### src/rtl/array_mac_streamer_if.sv
// Result stream handshake for array_mac_streamer.
// The streamer drives the master side; the consumer sits on the slave side.
interface array_mac_streamer_if #(
    parameter int ROW   = 2,
    parameter int COL   = 2,
    parameter int WIDTH = 8
);
    logic             out_valid;
    logic             out_ready;
    logic [WIDTH-1:0] out_data;
    logic [ROW-1:0]   out_row;
    logic [COL-1:0]   out_col;
    logic             out_last;

    modport master (
        output out_valid,
        output out_data,
        output out_row,
        output out_col,
        output out_last,
        input  out_ready
    );

    modport slave (
        input  out_valid,
        input  out_data,
        input  out_row,
        input  out_col,
        input  out_last,
        output out_ready
    );
endinterface

### src/rtl/array_mac_streamer.sv
// Streams the element-wise products array1[i][j] * array2[j][i] in row-major
// order over a valid/ready channel, keeping a running total of what was sent.
// Both arrays are snapshotted when a pass starts, so the inputs may change freely
// during the pass.
module array_mac_streamer #(
    parameter int ROW   = 2,
    parameter int COL   = 2,
    parameter int WIDTH = 8,
    localparam int ROW_SIZE = 2**ROW,
    localparam int COL_SIZE = 2**COL,
    localparam int NUM      = ROW_SIZE * COL_SIZE
) (
    input  logic                       clk,
    input  logic                       rst_n,
    input  logic                       start,
    input  logic [NUM*WIDTH-1:0]       array1,
    input  logic [NUM*WIDTH-1:0]       array2,
    array_mac_streamer_if.master       out_if,
    output logic                       busy,
    output logic                       done,
    output logic [WIDTH+ROW+COL-1:0]   sum_out
);

    typedef enum logic [1:0] {IDLE, CAPTURE, RUN, FLUSH} state_t;

    state_t r_state;
    state_t w_nextState;

    logic [WIDTH-1:0]         r_snap1 [NUM];
    logic [WIDTH-1:0]         r_snap2 [NUM];
    logic [ROW-1:0]           r_i;
    logic [COL-1:0]           r_j;
    logic                     r_more;
    logic                     r_outValid;
    logic [WIDTH-1:0]         r_outData;
    logic [ROW-1:0]           r_outRow;
    logic [COL-1:0]           r_outCol;
    logic                     r_outLast;
    logic [WIDTH+ROW+COL-1:0] r_sum;

    logic [ROW+COL-1:0] w_idx1;
    logic [ROW+COL-1:0] w_idx2;
    logic [2*WIDTH-1:0] w_full;
    logic               w_xfer;
    logic               w_load;
    logic               w_lastIdx;

    // {i,j} is i*COL_SIZE+j for array1; {j,i} is j*ROW_SIZE+i for the transposed array2
    assign w_idx1    = {r_i, r_j};
    assign w_idx2    = {r_j, r_i};
    assign w_full    = {{WIDTH{1'b0}}, r_snap1[w_idx1]} * {{WIDTH{1'b0}}, r_snap2[w_idx2]};
    assign w_lastIdx = (&r_i) && (&r_j);

    // The output register refills whenever it is empty or being drained, giving one result per cycle
    assign w_xfer = r_outValid && out_if.out_ready;
    assign w_load = (r_state == RUN) && r_more && (!r_outValid || out_if.out_ready);

    assign out_if.out_valid = r_outValid;
    assign out_if.out_data  = r_outData;
    assign out_if.out_row   = r_outRow;
    assign out_if.out_col   = r_outCol;
    assign out_if.out_last  = r_outLast;
    assign sum_out          = r_sum;

    // State register
    always_ff @(posedge clk or negedge rst_n) begin
        if (!rst_n) begin
            r_state <= IDLE;
        end else begin
            r_state <= w_nextState;
        end
    end

    // Next-state logic plus the busy flag and the one-cycle done pulse taken from FLUSH
    always_comb begin
        w_nextState = r_state;
        busy        = 1'b1;
        done        = 1'b0;
        case (r_state)
            IDLE: begin
                busy = 1'b0;
                if (start) begin
                    w_nextState = CAPTURE;
                end
            end
            CAPTURE: begin
                w_nextState = RUN;
            end
            RUN: begin
                if (w_xfer && r_outLast) begin
                    w_nextState = FLUSH;
                end
            end
            FLUSH: begin
                done        = 1'b1;
                w_nextState = IDLE;
            end
            default: begin
                w_nextState = IDLE;
            end
        endcase
    end

    // Input snapshots, taken once per pass; they carry no reset since nothing reads them before CAPTURE
    always_ff @(posedge clk) begin
        if (r_state == CAPTURE) begin
            for (int k = 0; k < NUM; k++) begin
                r_snap1[k] <= array1[k*WIDTH +: WIDTH];
                r_snap2[k] <= array2[k*WIDTH +: WIDTH];
            end
        end
    end

    // Index walk, registered product output and running total
    always_ff @(posedge clk or negedge rst_n) begin
        if (!rst_n) begin
            r_i        <= '0;
            r_j        <= '0;
            r_more     <= 1'b0;
            r_outValid <= 1'b0;
            r_outData  <= '0;
            r_outRow   <= '0;
            r_outCol   <= '0;
            r_outLast  <= 1'b0;
            r_sum      <= '0;
        end else begin
            if (r_state == CAPTURE) begin
                r_i        <= '0;
                r_j        <= '0;
                r_more     <= 1'b1;
                r_outValid <= 1'b0;
                r_sum      <= '0;
            end
            if (r_state == RUN) begin
                if (w_xfer) begin
                    r_sum <= r_sum + {{(ROW+COL){1'b0}}, r_outData};
                end
                if (w_load) begin
                    r_outValid <= 1'b1;
                    r_outData  <= w_full[WIDTH-1:0];
                    r_outRow   <= r_i;
                    r_outCol   <= r_j;
                    r_outLast  <= w_lastIdx;
                    {r_i, r_j} <= {r_i, r_j} + 1'b1;
                    if (w_lastIdx) begin
                        r_more <= 1'b0;
                    end
                end else if (w_xfer) begin
                    r_outValid <= 1'b0;
                end
            end
        end
    end

endmodule
### src/flat_wrapper.sv
// flat-port wrapper written by rule: the top's interface ports become plain ports
module array_mac_streamer_flat 
#(
    parameter int ROW   = 2,
    parameter int COL   = 2,
    parameter int WIDTH = 8,
    localparam int ROW_SIZE = 2**ROW,
    localparam int COL_SIZE = 2**COL,
    localparam int NUM      = ROW_SIZE * COL_SIZE
)
  (clk, rst_n, start, array1, array2, busy, done, sum_out, out_if_out_valid, out_if_out_data, out_if_out_row, out_if_out_col, out_if_out_last, out_if_out_ready);
  array_mac_streamer_if #(.ROW(ROW), .COL(COL), .WIDTH(WIDTH)) out_if_i ();
  input  logic clk;
  input  logic rst_n;
  input  logic start;
  input  logic [NUM*WIDTH-1:0] array1;
  input  logic [NUM*WIDTH-1:0] array2;
  output logic busy;
  output logic done;
  output logic [WIDTH+ROW+COL-1:0] sum_out;
  output wire logic [$bits(out_if_i.out_valid)-1:0] out_if_out_valid;
  output wire logic [$bits(out_if_i.out_data)-1:0] out_if_out_data;
  output wire logic [$bits(out_if_i.out_row)-1:0] out_if_out_row;
  output wire logic [$bits(out_if_i.out_col)-1:0] out_if_out_col;
  output wire logic [$bits(out_if_i.out_last)-1:0] out_if_out_last;
  input wire logic [$bits(out_if_i.out_ready)-1:0] out_if_out_ready;
  assign out_if_out_valid = out_if_i.out_valid;
  assign out_if_out_data = out_if_i.out_data;
  assign out_if_out_row = out_if_i.out_row;
  assign out_if_out_col = out_if_i.out_col;
  assign out_if_out_last = out_if_i.out_last;
  assign out_if_i.out_ready = out_if_out_ready;
  array_mac_streamer #(.ROW(ROW), .COL(COL), .WIDTH(WIDTH)) u_core (.clk(clk), .rst_n(rst_n), .start(start), .array1(array1), .array2(array2), .out_if(out_if_i), .busy(busy), .done(done), .sum_out(sum_out));
endmodule
### config.mk
export PLATFORM = sky130hd
export DESIGN_NAME = array_mac_streamer_flat
export DESIGN_NICKNAME = d
export VERILOG_FILES = /design/src/rtl/array_mac_streamer_if.sv /design/src/rtl/array_mac_streamer.sv /design/src/flat_wrapper.sv
export SDC_FILE = /design/constraint.sdc
export NUM_CORES = 1
export LEC_CHECK = 0
export CAP_MARGIN = 0
export CORE_AREA = 4 4 228 230
export CTS_BUF_LIST = sky130_fd_sc_hd__clkbuf_8
export DETAILED_ROUTE_END_ITERATION = 12
export DIE_AREA = 0 0 232 234
export PLACE_DENSITY = 0.47
export SYNTH_ARGS = -nofsm -noshare
export SYNTH_HDL_FRONTEND = slang
export SYNTH_SLANG_ARGS = --single-unit
### constraint.sdc
create_clock -name clk -period 9.05 [get_ports clk]
set_clock_uncertainty 0.2 [all_clocks]
set_input_delay 2.2625 -clock clk [delete_from_list [all_inputs] [get_ports clk]]
set_output_delay 2.2625 -clock clk [all_outputs]
set_load 0.03 [all_outputs]
==> results.cfg <==
[global_route]
grtUsageMet2_pct = 20.71
grt_use_met3_pct = 4.896
grt_pass1_vias = 7880
globalRouteMet1Util_pct = 15.22
grt_usage_pct = 12.44
grt_pass1_wl_um = 50000
antenna_found_initial = 6
grt-ovfl-total = 0
grt_start_max_net_pins = 83
grt.busiest_layer = met2

[sta]
min_period_ns = 6.149
tightest_slew_ns = 1.066
tns_ns = 0
finalCritPeriodShare_pct = 67.94
setup_viol = 0
whs_ns = 0.2957
relSlewSlack_pct = 28.91
rsz0062_at_grt = false
slew_violations = 0
hold_viol = 0
fmaxAchievable_mhz = 162.6

[layout]
final_nets = 1317
syn2layout_area_growth_pct = 37.60
instances_no_fill = 1733
fin_area_um2 = 17000
drive_above_1_share_pct = 11.90

[synth]
syn-num-nets = 994
ys.flop_type = edfxtp_1
synth_area_um2 = 12350
synth-edff-count = 256
ys_seq_area_share_pct = 68.92
yosysUniqueCellTypes = 43
async_flop_share_pct = 11.42
synth-seq-cells = 289
yosysWarnings = 0
syn_area_per_cell_um2 = 17.88
syn_inst = 691

[clock_tree]
ctsHoldBuffers = 0
numCtsBuffers = 53
clk_pin_slew_ns = 0.07
ctsResizeCount = 0
worstSkewPairLatency_ns = 0.64
cts_tree = yes
cts_setup_buffers = 0
cts.sinks = 289
cts.path.max_buffers = 3
cts_max_level = 2
cts-root-buf = clkbuf_8

[power_and_ir_drop]
p_leak_uw = 0.006024
ir_worst_vdd_v = 0.0004277
power_density_nw_per_um2 = 357.9

[placed_design]
io_buffers = 287
postPlaceCellArea_um2 = 15980
dp.cells = 1631
place_hpwl_um = 24640
place.gp.congestion = 0.7320

[worst_setup_path]
cp_max_fo = 46
crit_path_start = u_core.r_i[0]
cp.arrival_ns = 6.46
endpoint_kind = flop
endpoint = u_core.out_if.out_data[7]
crit_required_ns = 9.36
critical_path_class = flop to flop
worst_setup_path_start_kind = flop
r2r_slack_ns = 2.90
reg2regPathDepth = 18
r2r-start = u_core.r_i[0]
reg2reg_to = u_core.out_if.out_data[7]

[routing]
routedWlPerCell_um = 19.65
num_vias = 7239
drc = 0
drtIter0Drc = 378
drtPass1Iterations = 7
totalWireLength_um = 34060
viasPerCell = 4.177
antenna_left = 0

[floorplanning]
die_x_um = 232
rows = 82
dieArea_um2 = 54290
start_util_pct = 24.77
die_h_um = 234
num_io_pins = 288
core_um2 = 49860

[status]
status = finished clean

[job]
drv_cap = 0

[hold_path]
min_path_type = flop to flop
==> metal layers <==
layer | routed length, µm | vias up
met3 | 2789 | 63
li1 | - | 3376
met1 | 13950 | 3571
met2 | 16600 | 219
met5 | 63 | -
met4 | 650 | 10
==> worst min-delay path by stage <==
| stage | start | endpoint | slack, ns | cells past startpoint |
|---|---|---|---|---|
| after floorplan | u_core.r_more | u_core.r_more | 0.27 | 1 |
| after global placement | u_core.out_if.out_row[1] | u_core.out_if.out_row[1] | 0.27 | 2 |
| after detailed placement | u_core.out_if.out_row[1] | u_core.out_if.out_row[1] | 0.28 | 2 |
| after CTS | u_core.out_if.out_row[1] | u_core.out_if.out_row[1] | 0.30 | 2 |
| after global routing | u_core.r_more | u_core.r_more | 0.33 | 1 |
| final | u_core.out_if.out_row[1] | u_core.out_if.out_row[1] | 0.30 | 2 |
==> cells by family after synthesis <==
logic type,after synthesis,synth area share [%]
AOI/OAI and AO/OA,83,4.376
xor gates and xnor gates,19,1.459
adders and majority gates,43,5.146
buffers and inverters,63,2.522
DFF,289,68.92
muxes,87,13.38
and+or+nand+nor,107,4.194
==> critical path, cell delays in order, from the launching register on <==
cell and delay (ns):
dfrtp_4 0.95, nor2b_2 0.76, a221oi_1 0.23, a22oi_1 0.22
nand2_1 0.22, and2_1 0.25, fa_1 0.36, inv_1 0.09
fa_1 0.41, fa_1 0.47, fa_1 0.54, inv_1 0.04
ha_1 0.31, a21oi_1 0.16, xnor2_1 0.15, xnor2_1 0.15
xnor3_1 0.26, xnor2_1 0.16, o21ai_1 0.07
==> state kept, by name, summed over array words and instances, names as in the netlist <==
| name | count |
|---|---|
| u_core.r_snap2 | 128 |
| u_core.out_if.out_last | 1 |
| u_core.out_if.out_row | 2 |
| u_core.out_if.out_col | 2 |
| u_core.out_if.out_valid | 1 |
| u_core.r_more | 1 |
| u_core.r_state | 2 |
| u_core.out_if.out_data | 8 |
| u_core.sum_out | 12 |
| u_core.r_i | 2 |
| u_core.r_j | 2 |
| u_core.r_snap1 | 128 |
==> cells in the final DEF, fill, tap and decap left out, types with 4 or more instances in the layout <==
cell type	count
xor2_1	5
nand2_1	56
clkinv_1	15
dfrtp_1	29
mux4_1	15
buf_4	9
nand3b_1	9
mux2i_1	29
a221oi_1	14
fa_1	13
nand3_1	4
ha_1	29
xnor2_1	13
edfxtp_1	256
clkinv_2	5
clkdlybuf4s50_1	287
and2_1	19
mux4_2	43
a22oi_1	7
a21oi_1	9
o21ai_0	34
nor2_1	9
clkbuf_8	55
inv_1	55
==> where the power goes <==
group | internal (µW) | switching [µW] | total, µW
Sequential | 1990 | 207 | 2200
Combinational | 1240 | 1460 | 2700
Clock | 624 | 561 | 1180
==> cells in the mapped netlist (6+ instances only) <==
cell type  instances  area, µm²
nand2_1           56      210.2
and2_1            19      118.9
mux4_2            43      968.4
o21ai_0           34      170.2
fa_1              13      260.3
a22oi_1            7      52.55
mux2i_1           29      290.3
ha_1              30      375.4
inv_1             35      131.4
mux4_1            15      394.1
dfrtp_1           33      825.8
buf_4              6      45.04
nand3b_1           9      67.56
edfxtp_1         256       7687
nor2_1             9      33.78
xnor2_1           13      113.9
clkbuf_1          10      37.54
a21oi_1            9      45.04
a221oi_1          14      122.6
==> area by class of cell <==
class / count / area, µm²
fillers: 4918 / 32870
clock inverters: 45 / 256.5
diodes: 2 / 5.005
multi-input cells: 339 / 3542
inverters: 35 / 131.4
repair buffers: 296 / 2940
clock buffers: 55 / 757.0
well taps: 672 / 840.8
flip-flops and latches: 289 / 8523
==> through the flow <==
stage          total power, µW  setup WS, ns  utilization [%]
6_report                  6084         2.901            34.09
5_1_grt                   6598         2.478            34.08
4_1_cts                   6215         2.793            34.08
3_5_place_dp              4971         2.803            32.04
3_3_place_gp              4960         2.901            32.04
2_1_floorplan             4225         1.429                -
Note: power is estimated with default switching activity, not from simulation.
==> RTL change 1: new RTL, config.mk and constraints unchanged <==
`WIDTH` is set to 8 in 3 places; all go to 7.
--- a/src/rtl/array_mac_streamer_if.sv
+++ b/src/rtl/array_mac_streamer_if.sv
@@ -3,7 +3,7 @@
 interface array_mac_streamer_if #(
     parameter int ROW   = 2,
     parameter int COL   = 2,
-    parameter int WIDTH = 8
+    parameter int WIDTH = 7
 );
     logic             out_valid;
     logic             out_ready;
--- a/src/rtl/array_mac_streamer.sv
+++ b/src/rtl/array_mac_streamer.sv
@@ -5,7 +5,7 @@
 module array_mac_streamer #(
     parameter int ROW   = 2,
     parameter int COL   = 2,
-    parameter int WIDTH = 8,
+    parameter int WIDTH = 7,
     localparam int ROW_SIZE = 2**ROW,
     localparam int COL_SIZE = 2**COL,
     localparam int NUM      = ROW_SIZE * COL_SIZE
--- a/src/flat_wrapper.sv
+++ b/src/flat_wrapper.sv
@@ -3,7 +3,7 @@
 #(
     parameter int ROW   = 2,
     parameter int COL   = 2,
-    parameter int WIDTH = 8,
+    parameter int WIDTH = 7,
     localparam int ROW_SIZE = 2**ROW,
     localparam int COL_SIZE = 2**COL,
     localparam int NUM      = ROW_SIZE * COL_SIZE
Interface: changed (resized array1, array2, out_if_out_data and sum_out); port bits go from 288 to 254. No check against the original RTL was run, so the function may have changed too.
==> RTL change 1 against the unedited design <==
Die area unchanged. Setup slack got worse by 100 ps. Sequential cell count decreased by 34. Largest power group unchanged. Cell area decreased by 12%. Synthesized area decreased by 12%. Total power decreased by 10%. Routed wire length decreased by 12%. Count of clock-buffer cells in the layout decreased by 7.
==> RTL change 1: results (changes against the unedited design) <==
stage,metric,value,unit,change
final_layout,nets,1125,,"was 1,317"
synth,commonest cells in the synthesized netlist,"edfxtp_1, nand2_1, mux4_2",,unchanged
timing,worst-margin pin slew,926.4,ps,was 1066 ps
grt,first-pass GRT wire length,43250,µm,"was 50,000 µm"
final_layout,# fillers,5015,,"was 4,918"
grt,vias in the first global route,6917,,"was 7,880"
grt,largest net degree at the start of global routing,176,,was 83
final_layout,ANT cells,7,,was 2
final_layout,Multi-In Gates,278,,was 339
power,VDD IR-drop max,0.3321,mV,was 0.4277 mV
critical_path,Worst R2R Setup Slack,2800,ps,was 2900 ps
final_layout,ClkCell Share,6.051,%,was 5.963%
worst_hold_path,Worst Hold Path EP,u_core.out_if.out_row[0],,was u_core.out_if.out_row[1]
place,Post-DP Area,0.01409,mm²,was 0.01598 mm²
synth,syn nets,841,,was 994
worst_hold_path,HP Start,u_core.out_if.out_row[0],,was u_core.out_if.out_row[1]
final_layout,layout cell share with drive strength beyond 1,12.43,%,was 11.90%
synth,"Seq/Total Area, Yosys",69.23,%,was 68.92%
critical_path,CP Data Arrival Time,6570,ps,was 6460 ps
routing,per-cell routed wire length,18.89,µm,was 19.65 µm
power,P_leak,5.272,nW,was 6.024 nW
grt,All-Layer GR Usage,10.84,%,was 12.44%
synth,"EDFF count, synth",224,,was 256
final_layout,NonClk Buf Share,17.25,%,was 17.30%
final_layout,FFs & Latches,255,,was 289
place,port bufs,253,,was 287
critical_path,r2r endpoint,u_core.out_if.out_data[6],,was u_core.out_if.out_data[7]
final_layout,Signal buffers,259,,was 296
clocking,clk_lat worst skew,600,ps,was 640 ps
run_status,status,"finished, final reports clean",,unchanged
routing,TritonRoute pass-1 iters,4,,was 7
synth,"Distinct cells, synth",48,,was 43
critical_path,CP max FO,25,,was 46
final_layout,Storage cell area,0.007510,mm²,was 0.008523 mm²
synth,"top cells by area, synth","edfxtp_1, mux4_2, dfrtp_1, mux4_1, ha_1",,unchanged
timing,WHS,284.1,ps,was 295.7 ps
==> RTL change 1: changes by cell type after synthesis, sizes merged, moves of 6 or more <==
cell | unedited run | this run
edfxtp | 256 | 224
mux2i | 29 | 10
inv | 35 | 21
and2 | 22 | 10
o21ai | 35 | 23
a221oi | 14 | 4
a22oi | 7 | 1
==> RTL change 1: cells by family (layout without fill, tap and decap cells) <==
family          Yosys count  count (layout)  share of synthesized area, %
fa+ha+maj                34              34                         4.480
flops                   255             255                         69.23
other cells               0               7                             0
compound gates           58              58                         3.371
mux                      71              71                         14.33
xor+xnor                 16              16                         1.616
buf+inv                  46             368                         2.621
simple gates             99              99                         4.353
==> RTL change 1: per-layer routing <==
| metal | wire length [µm] | track usage (%) |
|---|---|---|
| met5 | 119 | 0 |
| met2 | 14530 | 18.01 |
| met1 | 12000 | 12.60 |
| met3 | 2486 | 4.446 |
| met4 | 707 | 4.147 |
==> RTL change 1: power breakdown <==
part           leakage (nW)  switching (mW)  internal (mW)
clock network         0.526           0.496          0.581
registers              2.51           0.173           1.76
logic                  2.24            1.25           1.21
total                  5.27            1.92           3.54
==> RTL change 1: critical path, stage by stage (launching register included) <==
cell and delay (ps):
dfrtp_2 880, buf_4 460, mux4_1 620, mux4_2 560, nand2_1 120, fa_1 410
inv_1 70, ha_1 230, inv_1 80, fa_1 420, fa_1 540, inv_1 40
ha_1 320, a21oi_1 170, xnor2_1 160, xnor2_1 150, xnor3_1 230, xnor3_1 370
o21ai_1 120
==> RTL change 1: per-stage QoR <==
stage	power [mW]	setup slack, ps
final	5.468	2797
after global routing	5.898	2286
after CTS	5.603	2677
after detailed placement	4.456	2731
after global placement	4.451	2788
after floorplan	3.816	1896
==> RTL change 2: new RTL, config.mk and constraints unchanged <==
Made on the original files. Re-encode `state_t` (4 states) as one-hot, 4 bits wide.
--- a/src/rtl/array_mac_streamer.sv
+++ b/src/rtl/array_mac_streamer.sv
@@ -21,7 +21,7 @@
     output logic [WIDTH+ROW+COL-1:0]   sum_out
 );
 
-    typedef enum logic [1:0] {IDLE, CAPTURE, RUN, FLUSH} state_t;
+    typedef enum logic [3:0] {IDLE = 4'b0001, CAPTURE = 4'b0010, RUN = 4'b0100, FLUSH = 4'b1000} state_t;
 
     state_t r_state;
     state_t w_nextState;
Formal check against the unedited RTL: no difference found for any inputs over 4 cycles, from zero or initial values and one cycle with rst_n low; so few cycles prove little.
==> RTL change 2 against the unedited design <==
Setup slack got worse by 82 ps. Sequential cell count increased by 2. Synthesized area increased by 0.32%. Fmax decreased by 1.3%. Cell count increased by 0.58%. Routed wire length increased by 2.5%. Cell area about the same. Die area unchanged. First-iteration DRC count increased by 16%. Total power decreased by 23%. Sequential power decreased by 17%. Critical endpoint unchanged. Largest cell class unchanged. Largest power group is now registers.
==> RTL change 2: results (changes against the unedited design) <==
stage,metric,value,unit,change
run_status,status,"finished, final reports clean",,unchanged
final_layout,nets,1322,,"was 1,317"
synth,Seq cells post-synth,291,,was 289
place,Post-DP HPWL,24660,µm,"was 24,640 µm"
synth,compound-gate portion of the synthesized area,4.120,%,was 4.376%
synth,Adder-Cell Fraction of Synth Area,4.624,%,was 5.146%
synth,"top cells by area, synth","edfxtp_1, mux4_2, dfrtp_1, mux4_1, ha_1",,unchanged
critical_path,R2R cell count,19,,was 18
place,Placed Cells,1640,,"was 1,631"
routing,DRT iter0 DRCs,438,,was 378
place,Post-DP Area,0.01599,mm²,was 0.01598 mm²
final_layout,layout cell share with drive strength beyond 1,12.10,%,was 11.90%
worst_hold_path,hold path depth,1,,was 2
power,VDD IR-drop max,0.2334,mV,was 0.4277 mV
routing,Total Wirelength,34900,µm,"was 34,060 µm"
timing,worst-margin pin slew,975.4,ps,was 1066 ps
synth,Async SR Flop Fraction,12.03,%,was 11.42%
place,GPL Wtd Cong,0.7841,,was 0.7320
critical_path,Worst R2R Setup Slack,2820,ps,was 2900 ps
grt,All-Layer GR Usage,12.79,%,was 12.44%
critical_path,Critical-path top delay cell,dfrtp_4,,unchanged
synth,mux share of post-synthesis cell area,13.11,%,was 13.38%
synth,commonest cells in the synthesized netlist,"edfxtp_1, nand2_1, mux4_2",,unchanged
routing,TritonRoute pass-1 iters,4,,was 7
grt,first-pass GRT wire length,51390,µm,"was 50,000 µm"
synth,syn nets,1002,,was 994
grt,antenna violations before repair,9,,was 6
worst_hold_path,Worst Hold Path EP,u_core.sum_out[11],,was u_core.out_if.out_row[1]
synth,"Distinct cells, synth",45,,was 43
final_layout,# fillers,4872,,"was 4,918"
power,P_leak,5.937,nW,was 6.024 nW
clocking,CTS Buf Count,54,,was 53
routing,drt via density,4.212,,was 4.177
power,Cell Int Power,3.113,mW,was 3.857 mW
grt,vias in the first global route,8121,,"was 7,880"
synth,cells after synthesis,704,,was 691
worst_hold_path,HP Start,u_core.sum_out[11],,was u_core.out_if.out_row[1]
-- RTL change 2: cell types whose count changed after synthesis, sizes merged, moves of 4 or more --
cell | unedited run | this run
o21ai | 35 | 28
nand3 | 4 | 17
ha | 30 | 25
nand2 | 56 | 65
nand3b | 9 | 2
nor2 | 9 | 5
a31oi | 0 | 4
-- RTL change 2: area by class of cell --
type | count | area [µm²] | share of cell area [%]
flip-flops and latches | 291 | 8574 | 50.43
inverters | 34 | 135.1 | 0.7948
well taps | 672 | 840.8 | 4.946
diodes | 5 | 12.51 | 0.07359
multi-input cells | 350 | 3505 | 20.61
clock buffers | 57 | 784.5 | 4.614
clock inverters | 41 | 219.0 | 1.288
repair buffers | 293 | 2930 | 17.24
-- RTL change 2: layer usage --
metal / GRT usage [%] / routed length (µm)
met5: 0 / 40
met4: 3.643 / 816
met3: 5.138 / 2978
met2: 20.92 / 16570
met1: 15.75 / 14500
